## config.mk

```make
export PLATFORM = sky130hd
export DESIGN_NAME = fpu_div
export DESIGN_NICKNAME = d
export VERILOG_FILES = /design/src/rtl/fpu_div.sv
export SDC_FILE = /design/constraint.sdc
export NUM_CORES = 1
export LEC_CHECK = 0
export CORE_UTILIZATION = 45
export CTS_CLUSTER_DIAMETER = 120
export DETAILED_ROUTE_END_ITERATION = 8
export PLACE_DENSITY = 0.67
export RECOVER_POWER = 100
export SLEW_MARGIN = 20
export SYNTH_ARGS = -nofsm -noshare
export SYNTH_HDL_FRONTEND = slang
export SYNTH_SLANG_ARGS = --single-unit
```

## constraint.sdc

```tcl
create_clock -name clk -period 7.14 [get_ports clk]
set_input_delay 1.785 -clock clk [delete_from_list [all_inputs] [get_ports clk]]
set_output_delay 1.785 -clock clk [all_outputs]
set_load 0.005 [all_outputs]
```

## src/rtl/fpu_div.sv

```systemverilog
// Iterative IEEE 754 single-precision divider: restoring radix-2 mantissa
// division, one quotient bit per clock, truncating rounding, flush-to-zero.
module fpu_div #(
  parameter int QBITS = 25
) (
  input  logic        clk,
  input  logic        rst,
  input  logic        start,
  input  logic [31:0] a,
  input  logic [31:0] b,
  output logic        busy,
  output logic        done,
  output logic [31:0] result,
  output logic        div_by_zero
);

  typedef enum logic [1:0] {
    IDLE = 2'd0,
    CALC = 2'd1,
    NORM = 2'd2,
    DONE = 2'd3
  } state_t;

  localparam logic [31:0] QNAN = 32'h7FC0_0000;

  state_t             state_r, state_next_s;
  logic               sign_r;
  logic [QBITS-1:0]   r_r, q_r;
  logic [23:0]        d_r;
  logic signed [9:0]  e_r;
  logic [4:0]         cnt_r;

  logic [7:0]         ea_s, eb_s;
  logic [22:0]        ma_s, mb_s;
  logic               sign_s;
  logic               a_zero_s, b_zero_s, a_inf_s, b_inf_s, a_nan_s, b_nan_s;
  logic               special_s, special_dbz_s;
  logic [31:0]        special_res_s;
  logic [QBITS-1:0]   diff_s;
  logic               ge_s;
  logic signed [9:0]  norm_e_s;
  logic [22:0]        norm_mant_s;
  logic [31:0]        norm_res_s;

  assign ea_s     = a[30:23];
  assign eb_s     = b[30:23];
  assign ma_s     = a[22:0];
  assign mb_s     = b[22:0];
  assign sign_s   = a[31] ^ b[31];
  // Exponent field 0 is treated as zero regardless of mantissa (FTZ).
  assign a_zero_s = (ea_s == 8'd0);
  assign b_zero_s = (eb_s == 8'd0);
  assign a_inf_s  = (ea_s == 8'hFF) && (ma_s == 23'd0);
  assign b_inf_s  = (eb_s == 8'hFF) && (mb_s == 23'd0);
  assign a_nan_s  = (ea_s == 8'hFF) && (ma_s != 23'd0);
  assign b_nan_s  = (eb_s == 8'hFF) && (mb_s != 23'd0);

  assign diff_s   = r_r - {1'b0, d_r};
  assign ge_s     = (r_r >= {1'b0, d_r});

  // Special-operand classification, in priority order
  always_comb begin
    special_s     = 1'b1;
    special_dbz_s = 1'b0;
    special_res_s = 32'h0000_0000;
    if (a_nan_s || b_nan_s) begin
      special_res_s = QNAN;
    end else if ((a_inf_s && b_inf_s) || (a_zero_s && b_zero_s)) begin
      special_res_s = QNAN;
    end else if (a_inf_s) begin
      special_res_s = {sign_s, 8'hFF, 23'd0};
    end else if (b_inf_s) begin
      special_res_s = {sign_s, 31'd0};
    end else if (b_zero_s) begin
      special_res_s = {sign_s, 8'hFF, 23'd0};
      special_dbz_s = 1'b1;
    end else if (a_zero_s) begin
      special_res_s = {sign_s, 31'd0};
    end else begin
      special_s = 1'b0;
    end
  end

  // Normalisation and overflow/underflow packing of the finished quotient
  always_comb begin
    norm_e_s    = e_r;
    norm_mant_s = q_r[QBITS-2:1];
    norm_res_s  = 32'h0000_0000;
    if (q_r[QBITS-1]) begin
      norm_mant_s = q_r[QBITS-2:1];
      norm_e_s    = e_r;
    end else begin
      norm_mant_s = q_r[QBITS-3:0];
      norm_e_s    = e_r - 10'sd1;
    end
    if (norm_e_s >= 10'sd255) begin
      norm_res_s = {sign_r, 8'hFF, 23'd0};
    end else if (norm_e_s <= 10'sd0) begin
      norm_res_s = {sign_r, 31'd0};
    end else begin
      norm_res_s = {sign_r, norm_e_s[7:0], norm_mant_s};
    end
  end

  // Next-state logic
  always_comb begin
    state_next_s = state_r;
    case (state_r)
      IDLE, DONE: begin
        if (start) begin
          state_next_s = special_s ? DONE : CALC;
        end else begin
          state_next_s = IDLE;
        end
      end
      CALC: begin
        if (cnt_r == 5'd0) begin
          state_next_s = NORM;
        end else begin
          state_next_s = CALC;
        end
      end
      NORM:    state_next_s = DONE;
      default: state_next_s = IDLE;
    endcase
  end

  // State, datapath and registered handshake outputs
  always_ff @(posedge clk) begin
    if (rst) begin
      state_r     <= IDLE;
      busy        <= 1'b0;
      done        <= 1'b0;
      result      <= 32'h0000_0000;
      div_by_zero <= 1'b0;
      sign_r      <= 1'b0;
      r_r         <= '0;
      q_r         <= '0;
      d_r         <= 24'd0;
      e_r         <= 10'sd0;
      cnt_r       <= 5'd0;
    end else begin
      state_r <= state_next_s;
      busy    <= (state_next_s == CALC) || (state_next_s == NORM);
      done    <= (state_next_s == DONE);
      case (state_r)
        IDLE, DONE: begin
          if (start) begin
            sign_r <= sign_s;
            if (special_s) begin
              result      <= special_res_s;
              div_by_zero <= special_dbz_s;
            end else begin
              r_r   <= {2'b01, ma_s};
              d_r   <= {1'b1, mb_s};
              q_r   <= '0;
              e_r   <= $signed({2'b00, ea_s}) - $signed({2'b00, eb_s}) + 10'sd127;
              cnt_r <= 5'd24;
            end
          end
        end
        CALC: begin
          // r < 2d holds throughout, so dropping the top bit before the shift is lossless.
          if (ge_s) begin
            q_r <= {q_r[QBITS-2:0], 1'b1};
            r_r <= {diff_s[QBITS-2:0], 1'b0};
          end else begin
            q_r <= {q_r[QBITS-2:0], 1'b0};
            r_r <= {r_r[QBITS-2:0], 1'b0};
          end
          cnt_r <= cnt_r - 5'd1;
        end
        NORM: begin
          result      <= norm_res_s;
          div_by_zero <= 1'b0;
        end
        default: begin
          cnt_r <= cnt_r;
        end
      endcase
    end
  end

endmodule

```

After elaboration in Yosys (flattened, before gate mapping)
Index checks and enable logic that the tools add are counted.

$add $sub $neg: 5. Multiply operators: 0. Divide/modulo/power cells: 0. $lt $le $gt $ge: 3. Eq/ne operators: 11. Shift-type cells: 0. Mux-type cells: 42. Bitwise gates (word level): 2. Reduce and logical (&&, ||, !) cells: 24.

Operators with widths (number): 32-bit 2-to-1 mux (8); 25-bit 2-to-1 mux (5); 25-bit one-hot mux with 2 select lines (2); 32-bit one-hot mux with 2 select lines (1); 31-bit 2-to-1 mux (2); 23-bit logical NOT (2); 23-bit nonzero test (2); 25-bit by 24-bit greater-or-equal comparator with 1-bit output (1); 24-bit subtractor (1); 23-bit 2-to-1 mux (1); 8-bit equality test (second input constant) (2); 8-bit logical NOT (2); 1-bit 2-to-1 mux (14); 9-bit by 8-bit adder with 10-bit output (second input constant) (1); 10-bit by 9-bit greater-or-equal comparator with 1-bit output (second input constant) (1); 10-bit by 1-bit <= comparator with 1-bit output (second input constant) (1); 10-bit 2-to-1 mux (1); 5-bit 2-to-1 mux (2); 5-bit one-hot mux with 2 select lines (1); 10-bit by 2-bit subtractor with 10-bit output (second input constant) (1); 3-bit AND reduction (3); 8-bit by 8-bit subtractor with 9-bit output (1); 2-bit equality test (second input constant) (4); 1-bit logical AND (6); 14 further kinds (22).

Flip-flop bits (word level): 127. Latch bits: 0. RAM bits: 0. Bits in read-only memories: 0. Bits of input ports: 67. Output and inout bits: 35. Logic and storage cells: 98. Memories kept: 0.

Depth between registers and ports, before layout
Word-level depth: 12. Mapped depth: 13. Gate-level depth less buffers: 12.

Worst setup path after synthesis
No wires, ideal clock.

Path kind: input to register. Start point: input port a[23]. End point: register e_r[6]. Arrival time: 3.774 ns. Required time: 7.054 ns. Setup slack: 3.280 ns. Stages on the path: 11. Buffers on the path: 0. Path through: inv_1 > ha_1 > inv_1 > fa_1 > a21o_1 > a21oi_1 > xnor2_1 > or3_1 > nor3_1 > nor3_1 > a211oi_1.

Cells in the longest elaborated chain, start to end: 9. Elaborated cells between the ends (all ways): 18. Classes of those cells: add/sub (2); eq/ne (1); mux (6); bitwise (1); reduce/logical (8).

RTL lines: from (decl) (line 9) `input logic [31:0] a,`; parallel branches: the longest is 9 deep, another holds 9-bit by 8-bit adder with 10-bit output; to (signal assigned) (line 157) `e_r <= $signed({2'b00, ea_s}) - $signed({2'b00, eb_s}) + 10'sd127;`; to (decl) (line 30) `logic signed [9:0] e_r;`.

Several ways; the timed one is not identified. A chain may end at the register's enable or synchronous reset.

==> results.cfg <==
[outcome]
outcome = finished with violations
violations = capacitance limit, slew limit

[sta]
max_freq_ghz = 0.179
finalMaxSlewViolations = 91
worst_slack_ns = 1.57
slew-limit-headroom_pct = -175
rsz0062_at_grt = false
finalClockSkew_ns = 0.00483
hold_ws_ns = 0.445
fin_crit_ns = 5.57
hold_viol = 0
post-route-period-util_pct = 78.1
tns_ns = 0
max_slew.worst_pin.slew_ns = 4.12
setup_violations = 0

[global_routing]
grt_pass1_wl_mm = 33.7
use_met3_pct = 5.06
grt_usage_pct = 23.6
grt_start_max_net_pins = 91
use_met2_pct = 35.9
grt_pass1_vias = 6774
grt_remaining_overflow = 0
busiest_layer = met2
met1_usage_pct = 33.0
grt_antenna_before_repair = 0

[synthesis]
synth_top_area_share_pct = 33.0
ys_top_cells_by_count = 135 x nand2_1, 127 x dfxtp_1, 86 x a21oi_1, 73 x nor2_1, 60 x o21ai_0
synthTopCellsByArea = dfxtp_1 33%, nand2_1 6.6%, ha_1 6.2%
synthArstFlopShare_pct = 0
ys_types = 76
synth-seq-area-share_pct = 33.0
ys_ff_latch = 127
yosysMostFrequentCell = nand2_1
synth_flop_cell = dfxtp_1
synth_edf_count = 0
ys_warn_count = 0
yosys.area.top_type = dfxtp_1
synth_area_um2 = 7710
syn_avg_cell_area_um2 = 7.76
syn_inst = 994
synth_nets = 1101

[worst_setup_path]
cp-start-kind = primary input
timing.rr.end = r_r[16]
path_class = primary input to flip-flop
crit_required_ns = 7.46
crit_fanout = 90
rr_worst_depth = 10
r2r_slack_ns = 3.55
worstReg2RegStart = d_r[16]
cp-end-kind = flip-flop
cp_data_arrival_time_ns = 5.89

[hold_path]
whs_endpoint = result[16]
holdCritStartpoint = result[16]
hold_depth = 2
worstHoldPathType = flip-flop to flip-flop

[clock_tree]
cts_buffers = 17
cts_setup_buffers = 0
cts_resized = 0
cts_root_buf = clkbuf_16
clock_path_buffers = 2
cts.clk_slew.worst_paths_ns = 0.06
clock_latency_ns = 0.43
cts_hold_buf = 0
cts_max_level = 4
cts_tree = yes
cts.sinks = 127

[placed_design]
post-dp-hpwl_mm = 14.2
numPortBuffers = 101
place_area_um2 = 8810
pre_cts_slack_ns = 2.11
routabilityCongestion = 0.895

[routing]
wl_per_cell_um = 15.6
vias_per_cell = 5.70
drt_first_pass_iters = 7
vias = 7392
wirelength_mm = 20.2
ant_nets = 0
drc = 0
drt-initial-drc-count = 507

[die]
num_rows = 47
die_area_um2 = 17700
start_util_pct = 46.3
ios = 102
die_x_um = 133
die_h_um = 133
core_area_um2 = 16600

[power]
leakagePower_nw = 3.53
ir_drop_uv = 228
cellPowerDensity_nw_per_um2 = 335

[cells_and_area]
syn2layout_area_growth_pct = 21.1
fin_area_um2 = 9340
diodes = 0
num-fill-cells = 1589
final_nets = 1171
drive_gt1_share_pct = 6.41

[job]
maxCapViolCount = 1
kinds of logic after synthesis:
logic type      after synthesis  share of synthesized area (%)
compound gates              260                           22.6
xor+xnor                     27                           3.07
fa+ha+maj                    40                           6.68
buf+inv                     116                           6.23
flops                       127                           33.0
mux                          31                           4.06
simple gates                393                           24.4
registers in the layout, indices dropped and copies added, names as in the netlist:
register and flops:
r_r 25, e_r 10, result 32, done 1, busy 1, state_r 2, d_r 24, sign_r 1
q_r 25, cnt_r 5, div_by_zero 1
per-layer routing:
layer	routed length, µm	vias up
met5	0	-
met2	8680	201
li1	-	3720
met4	303	0
met1	10200	3438
met3	989	33
area by class of cell:
class                      instances  area [µm²]  area share, %
sequential                       127        2540           27.2
multi-input combinational        751        4690           50.2
clock buffer                      17         425           4.55
inverter                          58         218           2.33
tap                              220         275           2.95
timing repair buffer             109        1060           11.3
clock inverter                    14         136           1.46
cells in the final DEF (no fill, tap or decap), drive strengths merged, types with 10 or more instances in the layout:
| master | n |
|---|---|
| xnor2 | 19 |
| nand2 | 135 |
| ha | 38 |
| nand3 | 53 |
| a21oi | 88 |
| and3 | 10 |
| nor2 | 73 |
| dlygate4sd3 | 36 |
| or3 | 24 |
| a211oi | 10 |
| mux2i | 29 |
| clkbuf | 20 |
| a311oi | 10 |
| nor4 | 19 |
| o21ai | 62 |
| dfxtp | 127 |
| nor3 | 30 |
| inv | 61 |
| clkdlybuf4s50 | 64 |
| nand4 | 12 |
how the worst max path moves through the flow:
stage / from / end / slack (ns) / depth (start not counted)
after floorplan: a[23] / e_r[6] / 3.28 / 11
after global placement: b[23] / r_r[21] / 2.27 / 8
after detailed placement: b[23] / r_r[21] / 2.11 / 8
after CTS: b[23] / r_r[21] / 2.59 / 8
after global routing: rst / r_r[3] / 1.14 / 4
final: rst / r_r[3] / 1.57 / 4
worst max-delay path: stages:
cell	delay, ns
clkbuf_1	0.37
clkbuf_1	2.94
nor3_1	0.34
a31o_2	0.43
where the power goes:
part,total [mW],internal (mW),switching (mW),leakage [nW]
sequential,0.864,0.795,0.0686,1.04
clock,0.829,0.482,0.347,0.272
combinational,1.43,0.559,0.876,2.22
stage by stage:
step / cells / total power, mW / util [%]
after CTS: 1296 / 3.13 / 56.3
final: 1296 / 3.13 / 56.1
after global placement: 1265 / 2.28 / 52.9
after floorplan: 994 / 1.99 / -
after global routing: 1296 / 3.34 / 56.1
after detailed placement: 1265 / 2.29 / 52.9
No activity file was read; power rests on OpenSTA's default activity.
